$ cat config.mk
export PLATFORM = sky130hd
export DESIGN_NAME = vga_fb_arbiter
export DESIGN_NICKNAME = d
export VERILOG_FILES = /design/src/rtl/vga_fb_arbiter.sv
export SDC_FILE = /design/constraint.sdc
export NUM_CORES = 1
export LEC_CHECK = 0
export ABC_AREA = 1
export ABC_CLOCK_PERIOD_IN_PS = 800
export BUFFER_PORTS_ARGS = -buffer_cell sky130_fd_sc_hd__buf_2
export CELL_PAD_IN_SITES_DETAIL_PLACEMENT = 2
export CELL_PAD_IN_SITES_GLOBAL_PLACEMENT = 2
export CORE_ASPECT_RATIO = 0.5
export CORE_MARGIN = 3
export CORE_UTILIZATION = 19
export CTS_BUF_LIST = sky130_fd_sc_hd__clkbuf_8
export DETAILED_ROUTE_END_ITERATION = 8
export GPL_TIMING_DRIVEN = 0
export PLACE_DENSITY_LB_ADDON = 0.05
export SKIP_CTS_REPAIR_TIMING = 1
export SLEW_MARGIN = 10
export SYNTH_ARGS = -nofsm -noshare
export SYNTH_HDL_FRONTEND = slang
export SYNTH_SLANG_ARGS = --single-unit
export TNS_END_PERCENT = 100
$ cat constraint.sdc
create_clock -name clk -period 0.8 [get_ports clk]
set_input_delay 0.04 -clock clk [delete_from_list [all_inputs] [get_ports clk]]
set_output_delay 0.04 -clock clk [all_outputs]
set_load 0.02 [all_outputs]
$ cat src/rtl/vga_fb_arbiter.sv
// Single-port frame-buffer arbiter: display reads win in active video, draw writes win in blanking.
// Optional writer-starvation monitor enabled with `define FB_ARB_STARVE_EN.
module vga_fb_arbiter #(
    parameter int AW         = 15,
    parameter int DW         = 12,
    parameter int STARVE_MAX = 64
) (
    input  logic          clk,
    input  logic          rst,
    input  logic          blank,
    input  logic          d_req,
    input  logic [AW-1:0] d_addr,
    output logic          d_gnt,
    output logic          d_rvalid,
    output logic [DW-1:0] d_rdata,
    input  logic          w_req,
    input  logic [AW-1:0] w_addr,
    input  logic [DW-1:0] w_data,
    output logic          w_gnt,
    output logic [AW-1:0] mem_addr,
    output logic          mem_we,
    output logic          mem_en,
    output logic [DW-1:0] mem_wdata,
    input  logic [DW-1:0] mem_rdata,
    output logic          starve_err
);

    // Handshake: a requester holds req (and address/data) until it sees gnt
    // high in the same cycle; the command is issued on the following edge.
    typedef enum logic [1:0] {
        S_IDLE = 2'd0,
        S_RD   = 2'd1,
        S_WR   = 2'd2
    } state_t;

    state_t state;
    state_t state_d;
    logic   rvalid_q;

    always_comb begin
        d_gnt   = 1'b0;
        w_gnt   = 1'b0;
        state_d = S_IDLE;
        if (rst) begin
            if (blank) begin
                w_gnt = w_req;
                d_gnt = d_req & ~w_req;
            end else begin
                d_gnt = d_req;
                w_gnt = w_req & ~d_req;
            end
        end
        if (d_gnt) begin
            state_d = S_RD;
        end else if (w_gnt) begin
            state_d = S_WR;
        end
    end

    always_ff @(posedge clk) begin
        if (!rst) begin
            state     <= S_IDLE;
            mem_addr  <= '0;
            mem_wdata <= '0;
            rvalid_q  <= 1'b0;
        end else begin
            state    <= state_d;
            rvalid_q <= (state == S_RD);
            if (d_gnt) begin
                mem_addr <= d_addr;
            end else if (w_gnt) begin
                mem_addr  <= w_addr;
                mem_wdata <= w_data;
            end
        end
    end

    // Enables decode straight from the registered command state.
    assign mem_en   = (state != S_IDLE);
    assign mem_we   = (state == S_WR);
    assign d_rvalid = rvalid_q;
    assign d_rdata  = rvalid_q ? mem_rdata : '0;

`ifdef FB_ARB_STARVE_EN
    localparam logic [7:0] STARVE_LIM = 8'(STARVE_MAX);

    logic [7:0] starve_cnt;
    logic [7:0] starve_cnt_d;
    logic       err_q;

    always_comb begin
        starve_cnt_d = '0;
        if (w_req && !w_gnt) begin
            starve_cnt_d = (starve_cnt == STARVE_LIM) ? starve_cnt : starve_cnt + 8'd1;
        end
    end

    always_ff @(posedge clk) begin
        if (!rst) begin
            starve_cnt <= '0;
            err_q      <= 1'b0;
        end else begin
            starve_cnt <= starve_cnt_d;
            if (starve_cnt_d == STARVE_LIM) begin
                err_q <= 1'b1;
            end
        end
    end

    assign starve_err = err_q;
`else
    assign starve_err = 1'b0;
`endif

endmodule

; After elaboration in Yosys (flattened, before gate mapping)
; Cells that the tools add are included.
[classes]
n_mux = 9
bitwise = 6
eq_ne = 2
n_reduce_logical = 4
[op_table]
columns = cell, count
row1 = 2-to-1 mux 15 bit, 2
row2 = 2-to-1 mux 12 bit, 1
row3 = 2-to-1 mux 1 bit, 5
row4 = NOT 1 bit, 4
row5 = nonzero test 2 bit, 2
row6 = AND 1 bit, 2
row7 = "equality test 2 x 1 -> 1 bit, second input constant", 1
row8 = "equality test 2 bit, second input constant", 1
row9 = 2-to-1 mux 2 bit, 1
row10 = AND reduction 2 bit, 1
row11 = OR reduction 2 bit, 1
[word_totals]
word_cells = 26
register_bits = 30
output_inout_bits = 45
inputBits = 59

; Logic depth before layout (Yosys ltp)
; Gate-level depths: netlist (run 1).
[depth]
ltp_word = 6
mapped_depth = 7
mapped_depth_nobuf = 6

; Worst setup path before layout (run 1)
; OpenSTA, ideal clock, no wires.
[synth_timing]
path_type = reg2out
from = register rvalid_q (netlist: d_rvalid)
to = output port d_rdata[10]
setup_slack_ns = -0.202
path_buffers = 1
t_required_ns = 0.760
t_arrival_ns = 0.962
stages_incl_launch_ff = 4
path_cell_list = dfxtp_1 > clkbuf_1 > nand2_1 > inv_1
[synth_via]
elab_chain_len = 1
[synth_lines]
columns = item, line
row1 = from (decl), 38  ; logic rvalid_q;
row2 = from (signal assigned), 68  ; rvalid_q <= (state == S_RD);
row3 = 2-to-1 mux 12 bit, 82  ; assign d_rdata = rvalid_q ? mem_rdata : '0;
row4 = to (decl), 15  ; output logic [DW-1:0] d_rdata,
; No other way between the ends.

; Final worst setup path (run 1)
[layout_timing]
from = register rvalid_q (netlist: d_rvalid)
to = output port d_rdata[2]
; The elaborated chain is that of the path after synthesis.

==> impl_results.md, run 1 <==
* Final Skew at 0.000158 ns
* Synthesis-to-layout area growth at 82.2%
* Yosys top cell area share at 38.5%
* Crit path required time at 0.76 ns
* Share of cells above drive strength 1 at 55.9%
* Failing checks: hold timing, setup timing
* Initial Util at 20.4%
* Antenna diodes at 0
* Async SR Flop Fraction at 0%
* Grt ovf at 0
* Seq/Total Area, Yosys at 38.5%
* CTS clk-pin slew, worst paths at 0.07 ns
* Die H at 70.1 um
* Skew-Pair Late Insertion Delay at 0.28 ns
* Crit path DAT at 1.03 ns
* Die Wd at 134 um
* Largest net degree at the start of global routing at 11
* I/O Pins at 104
* Routed vias at 1921
* Starting DRC count in detailed routing at 29
* Critical-path cell list: buf_6, nand2_2, inv_2, buf_6
* Routed WL at 7.11 mm
* FP Rows at 22
* Setup WS pre-CTS at -0.135 ns
* Post-Synth XOR/XNOR Area at 0%
* CTS sink cnt at 30
* Critical Path Sink Type: primary output
* Final hold vios at 1
* Worst Hold Class: input port to flop
* Synth top cells by count: 54 x nand2_1, 32 x nor2_1, 30 x dfxtp_1, 30 x inv_1, 27 x nand3_1
* Most instantiated library cell after synthesis: nand2_1
* Kind of cell adding the most delay to the critical path: flip-flops
* Port Buffers at 102
* Synth Register Bits at 30
* Post-synthesis adder-cell area fraction at 0%
* Post-route cell area at 0.00284 mm2
* Setup ws final at -0.270 ns
* YS warnings at 0
* Post-synthesis mux area share at 0%
* Hold WS at -0.0264 ns
* Detail Route Antenna Nets at 0
* Routed WL per cell at 15.3 um
* Library cells used by synthesis at 20
* Syn_area_per_cell at 6.81 um2
* Initial antenna violation count at 0
* Peak supply drop at 0.580 mV
* Min-Delay Path Depth at 3
* Status: finished, violations left
* GRT Util Overall at 13.2%
* Crit path buf inv count at 3
* DP Wirelength at 4.83 mm
* GPL Wtd Cong at 0.723
* Setup-failing EPs final at 15
* Final #Nets at 416
* Total power at 0.00444 W
* CP most frequent cell: buf_6
* Crit path time final at 1.07 ns
* Routed vias/inst at 4.12
* Synth Area in Compound Gates at 11.5%
* Top post-synthesis cells by area: dfxtp_1 39%, nand2_1 13%, nand3_1 8.7%, nor2_1 7.7%, inv_1 7.2%
* Slew Limit Fails at 0
* Post-Synth Simple-Gate Area at 31.9%
* Mapped Area at 0.00156 mm2
* Synth area leader: dfxtp_1
* Number of global-route vias before repair at 2015
* Critical path startpoint category: flop
* Max Clock Freq at 935 MHz
* CTS tree: done
* RSZ-0062 raised after global routing: true
* WS Path Type: flop to primary output
* Top_reg_cell synth: dfxtp_1
* Maximum fanout along the worst path at 5
* R2r worst-path depth at 2
* Largest family of logic cells by synthesized area: simple AND/OR/NAND/NOR gates
* Slowest-stage cell, CP: dfxtp_4
* First-pass GRT wire length at 9.94 mm
* TritonCTS Buffers at 5
* Die Area at 0.00939 mm2
* DRC Markers at 0
* CORE AREA at 0.00765 mm2
* Setup_tns at -3.19 ns
* Max-cap violations at 0
* CTS root buf: clkbuf_8
* Post-DP Area at 0.00221 mm2
* CTS HTree Levels at 2
* Period utilization at 134%
* Post-synth EDFFs at 0
* Leakage at 1.50 nW
* TritonRoute pass-1 iters at 4
* Synth Instances at 229
* Critical Path Stages at 4
* Slowest stage delay, CP at 0.37 ns
* Clk buf depth at 2
* Power per cell area at 1560 mW/mm2
* Synthesized Nets at 288
where the power goes:
part           internal, W  total, W  switching [W]
logic             0.000599   0.00122       0.000623
registers          0.00163   0.00172      0.0000855
clock network     0.000870   0.00150       0.000631
total              0.00310   0.00444        0.00134
cells in the final DEF (no fill, tap or decap), types with 5 or more instances in the layout:
master and instances:
a21oi_1 12, a21oi_2 5, buf_2 60, buf_4 15, buf_6 50, clkbuf_8 8
dfxtp_2 29, dlygate4sd3_1 11, inv_1 18, inv_2 12, nand2_1 43, nand2_2 13
nand3_1 27, nor2_1 31, o21ai_0 15
sequential cells by signal, summed over array words and instances, names as in the netlist:
register and flops:
mem_addr 15, state 2, mem_wdata 12, d_rvalid 1
area by class of cell:
| cell class | instances | area, um2 |
|---|---|---|
| inverters | 32 | 128 |
| fillers | 910 | 4810 |
| multi-input cells | 151 | 721 |
| flip-flops and latches | 30 | 641 |
| repair buffers | 122 | 957 |
| plain buffers | 15 | 149 |
| clock buffers | 8 | 110 |
| well taps | 108 | 135 |
worst reg2reg max path: stages, from the launching register on:
cell	delay [ns]
dfxtp_2	0.33
o21ai_0	0.19
nor2_1	0.07
cell families (layout without fill, tap and decap cells):
logic type      Yosys count  after routing
simple gates            118            118
buf+inv                  48            177
compound gates           32             32
flops                    30             30
other cells               1              1
metal layers:
metal  GRT usage, %  routed length (um)  up-vias  share of wire, %
li1               -                   -      955                 -
met1           16.6                2990      895                42
met2           22.2                3510       67                49
met3           4.96                 564        4               7.9
met4           2.03                  46        0              0.65
met5              0                   0        -                 0
final timing paths:
check               from      endpoint  slack (ns)
max             d_rvalid    d_rdata[2]       -0.27
min            w_data[4]  mem_wdata[4]       -0.03
max reg2reg  mem_addr[5]   mem_addr[5]        0.10
min reg2reg     state[1]      d_rvalid        0.42
metrics by stage:
step | std cells | util (%)
final | 466 | 37.1
after global routing | 466 | 37.1
after CTS | 447 | 30.3
after detailed placement | 439 | 28.9
after global placement | 439 | 28.9
after floorplan | 229 | -
(Power assumes the default switching activity.)
==> run 2: changes to the inputs <==
--- a/config.mk
+++ b/config.mk
@@ -17,6 +17,7 @@
 export DETAILED_ROUTE_END_ITERATION = 8
 export GPL_TIMING_DRIVEN = 0
 export PLACE_DENSITY_LB_ADDON = 0.05
+export RECOVER_POWER = 50
 export SKIP_CTS_REPAIR_TIMING = 1
 export SLEW_MARGIN = 10
 export SYNTH_ARGS = -nofsm -noshare
==> constraint.sdc (replaced) <==
create_clock -name clk -period 0.8 [get_ports clk]
set_input_delay 0.04 -clock clk [delete_from_list [all_inputs] [get_ports clk]]
set_output_delay 0.04 -clock clk [all_outputs]
set_load 0.01 [all_outputs]
==> impl_results.md, run 2 (same netlist as run 1, synthesis figures left out) <==
* Routed vias/inst at 4.15
* Final hold vios at 0
* DP Wirelength at 4.89 mm
* Failing checks: setup timing
* Kind of cell adding the most delay to the critical path: flip-flops
* CTS root buf: clkbuf_8
* Fillcell total at 895
* CTS clk-pin slew, worst paths at 0.07 ns
* Synthesis-to-layout area growth at 80.8%
* Power per cell area at 1560 mW/mm2
* WS Path Type: flop to primary output
* GPL Wtd Cong at 0.692
* Top reg by flops: mem_addr
* Detail Route Antenna Nets at 0
* Crit path buf inv count at 3
* Starting DRC count in detailed routing at 42
* Antenna diodes at 0
* Max Clock Freq at 959 MHz
* CTS HTree Levels at 2
* Fin cells at 466
* Setup_tns at -2.88 ns
* Number of global-route vias before repair at 1992
* Initial antenna violation count at 0
* Die H at 70.1 um
* Critical-path cell list: buf_6, nand2_1, inv_1, buf_2
* I/O Pins at 104
* Max-cap violations at 0
* Critical path startpoint category: flop
* Skew-Pair Late Insertion Delay at 0.29 ns
* Critical Path Sink Type: primary output
* FP Rows at 22
* Slew Limit Fails at 0
* Setup ws final at -0.243 ns
* CTS sink cnt at 30
* Crit path required time at 0.76 ns
* Routed vias at 1936
* First-pass GRT wire length at 10.2 mm
* Hold WS at 0.0207 ns
* Crit path DAT at 1.00 ns
* Max reg flops at 15
* CORE AREA at 0.00765 mm2
* Period utilization at 130%
* Commonest cells after routing, fill and taps aside: 64 x buf_2, 47 x buf_6, 46 x nand2_1
* Setup-failing EPs final at 15
* Post-DP Area at 0.00221 mm2
* Total power at 0.00439 W
* Die Area at 0.00939 mm2
* GRT Util Overall at 13.5%
* CTS tree: done
* Share of cells above drive strength 1 at 53.6%
* DRC Markers at 0
* Initial Util at 20.4%
* Largest net degree at the start of global routing at 11
* RSZ-0062 raised after global routing: true
* Worst Hold Class: input port to flop
* Commonest non-fill, non-tap cell in the layout: buf_2
* Largest regs: mem_addr (15), mem_wdata (12), state (2)
* Leakage at 1.51 nW
* Final #Nets at 416
* Crit path time final at 1.04 ns
* Routed WL per cell at 15.1 um
* Status: finished, violations left
* Peak supply drop at 0.658 mV
* TritonRoute pass-1 iters at 4
* Maximum fanout along the worst path at 5
* TritonCTS Buffers at 5
* Port Buffers at 102
* Grt ovf at 0
* Slowest stage delay, CP at 0.37 ns
* Clk buf depth at 2
* Post-Place Cells at 439
* Post-route cell area at 0.00282 mm2
* Routed WL at 7.03 mm
* Slowest-stage cell, CP: dfxtp_4
* Final Skew at 0.000140 ns
* Die Wd at 134 um
run 2: changes by cell type in the layout (fill, tap and decap cells not counted), moves of 2 or more:
cell | before | now
clkbuf_8 | 8 | 5
clkinv_2 | 0 | 2
nand2_1 | 43 | 46
inv_1 | 18 | 20
buf_2 | 60 | 64
buf_6 | 50 | 47
buf_4 | 15 | 11
dlygate4sd3_1 | 11 | 13
nand2_2 | 13 | 9
run 2: cell type report:
type                    count  area (um2)  area share [%]
plain buffers              16         159            5.64
clock buffers               5        68.8            2.44
clock inverters             3        40.0            1.42
inverters                  32         125            4.44
multi-input cells         151         723            25.7
flip-flops and latches     30         641            22.7
well taps                 108         135            4.79
repair buffers            121         927            32.9
run 2: per-stage QoR:
stage / utilization [%] / setup WS (ns)
finish: 36.8 / -0.243
global route: 36.8 / -0.305
CTS: 30.2 / -0.416
detailed placement: 28.8 / -0.120
global placement: 28.8 / -0.103
floorplan: - / 0.0236
run 2: where the power goes:
part	switching, W	internal (W)	leakage, nW
Clock	0.000649	0.000917	0.0579
Sequential	0.0000870	0.00163	0.258
Combinational	0.000520	0.000582	1.19
Total	0.00126	0.00313	1.51
run 2: path summary, 6_finish.rpt:
kind	start	end	slack, ns	cells past startpoint
max	d_rvalid	d_rdata[3]	-0.24	4
min	w_req	state[0]	0.02	2
max reg2reg	mem_wdata[2]	mem_wdata[2]	0.08	3
min reg2reg	state[1]	d_rvalid	0.42	1
run 2: layer usage:
layer	routed length (um)	track usage (%)
met3	511	5.04
met2	3390	21.7
met4	29	1.69
met5	0	0
met1	3090	17.6
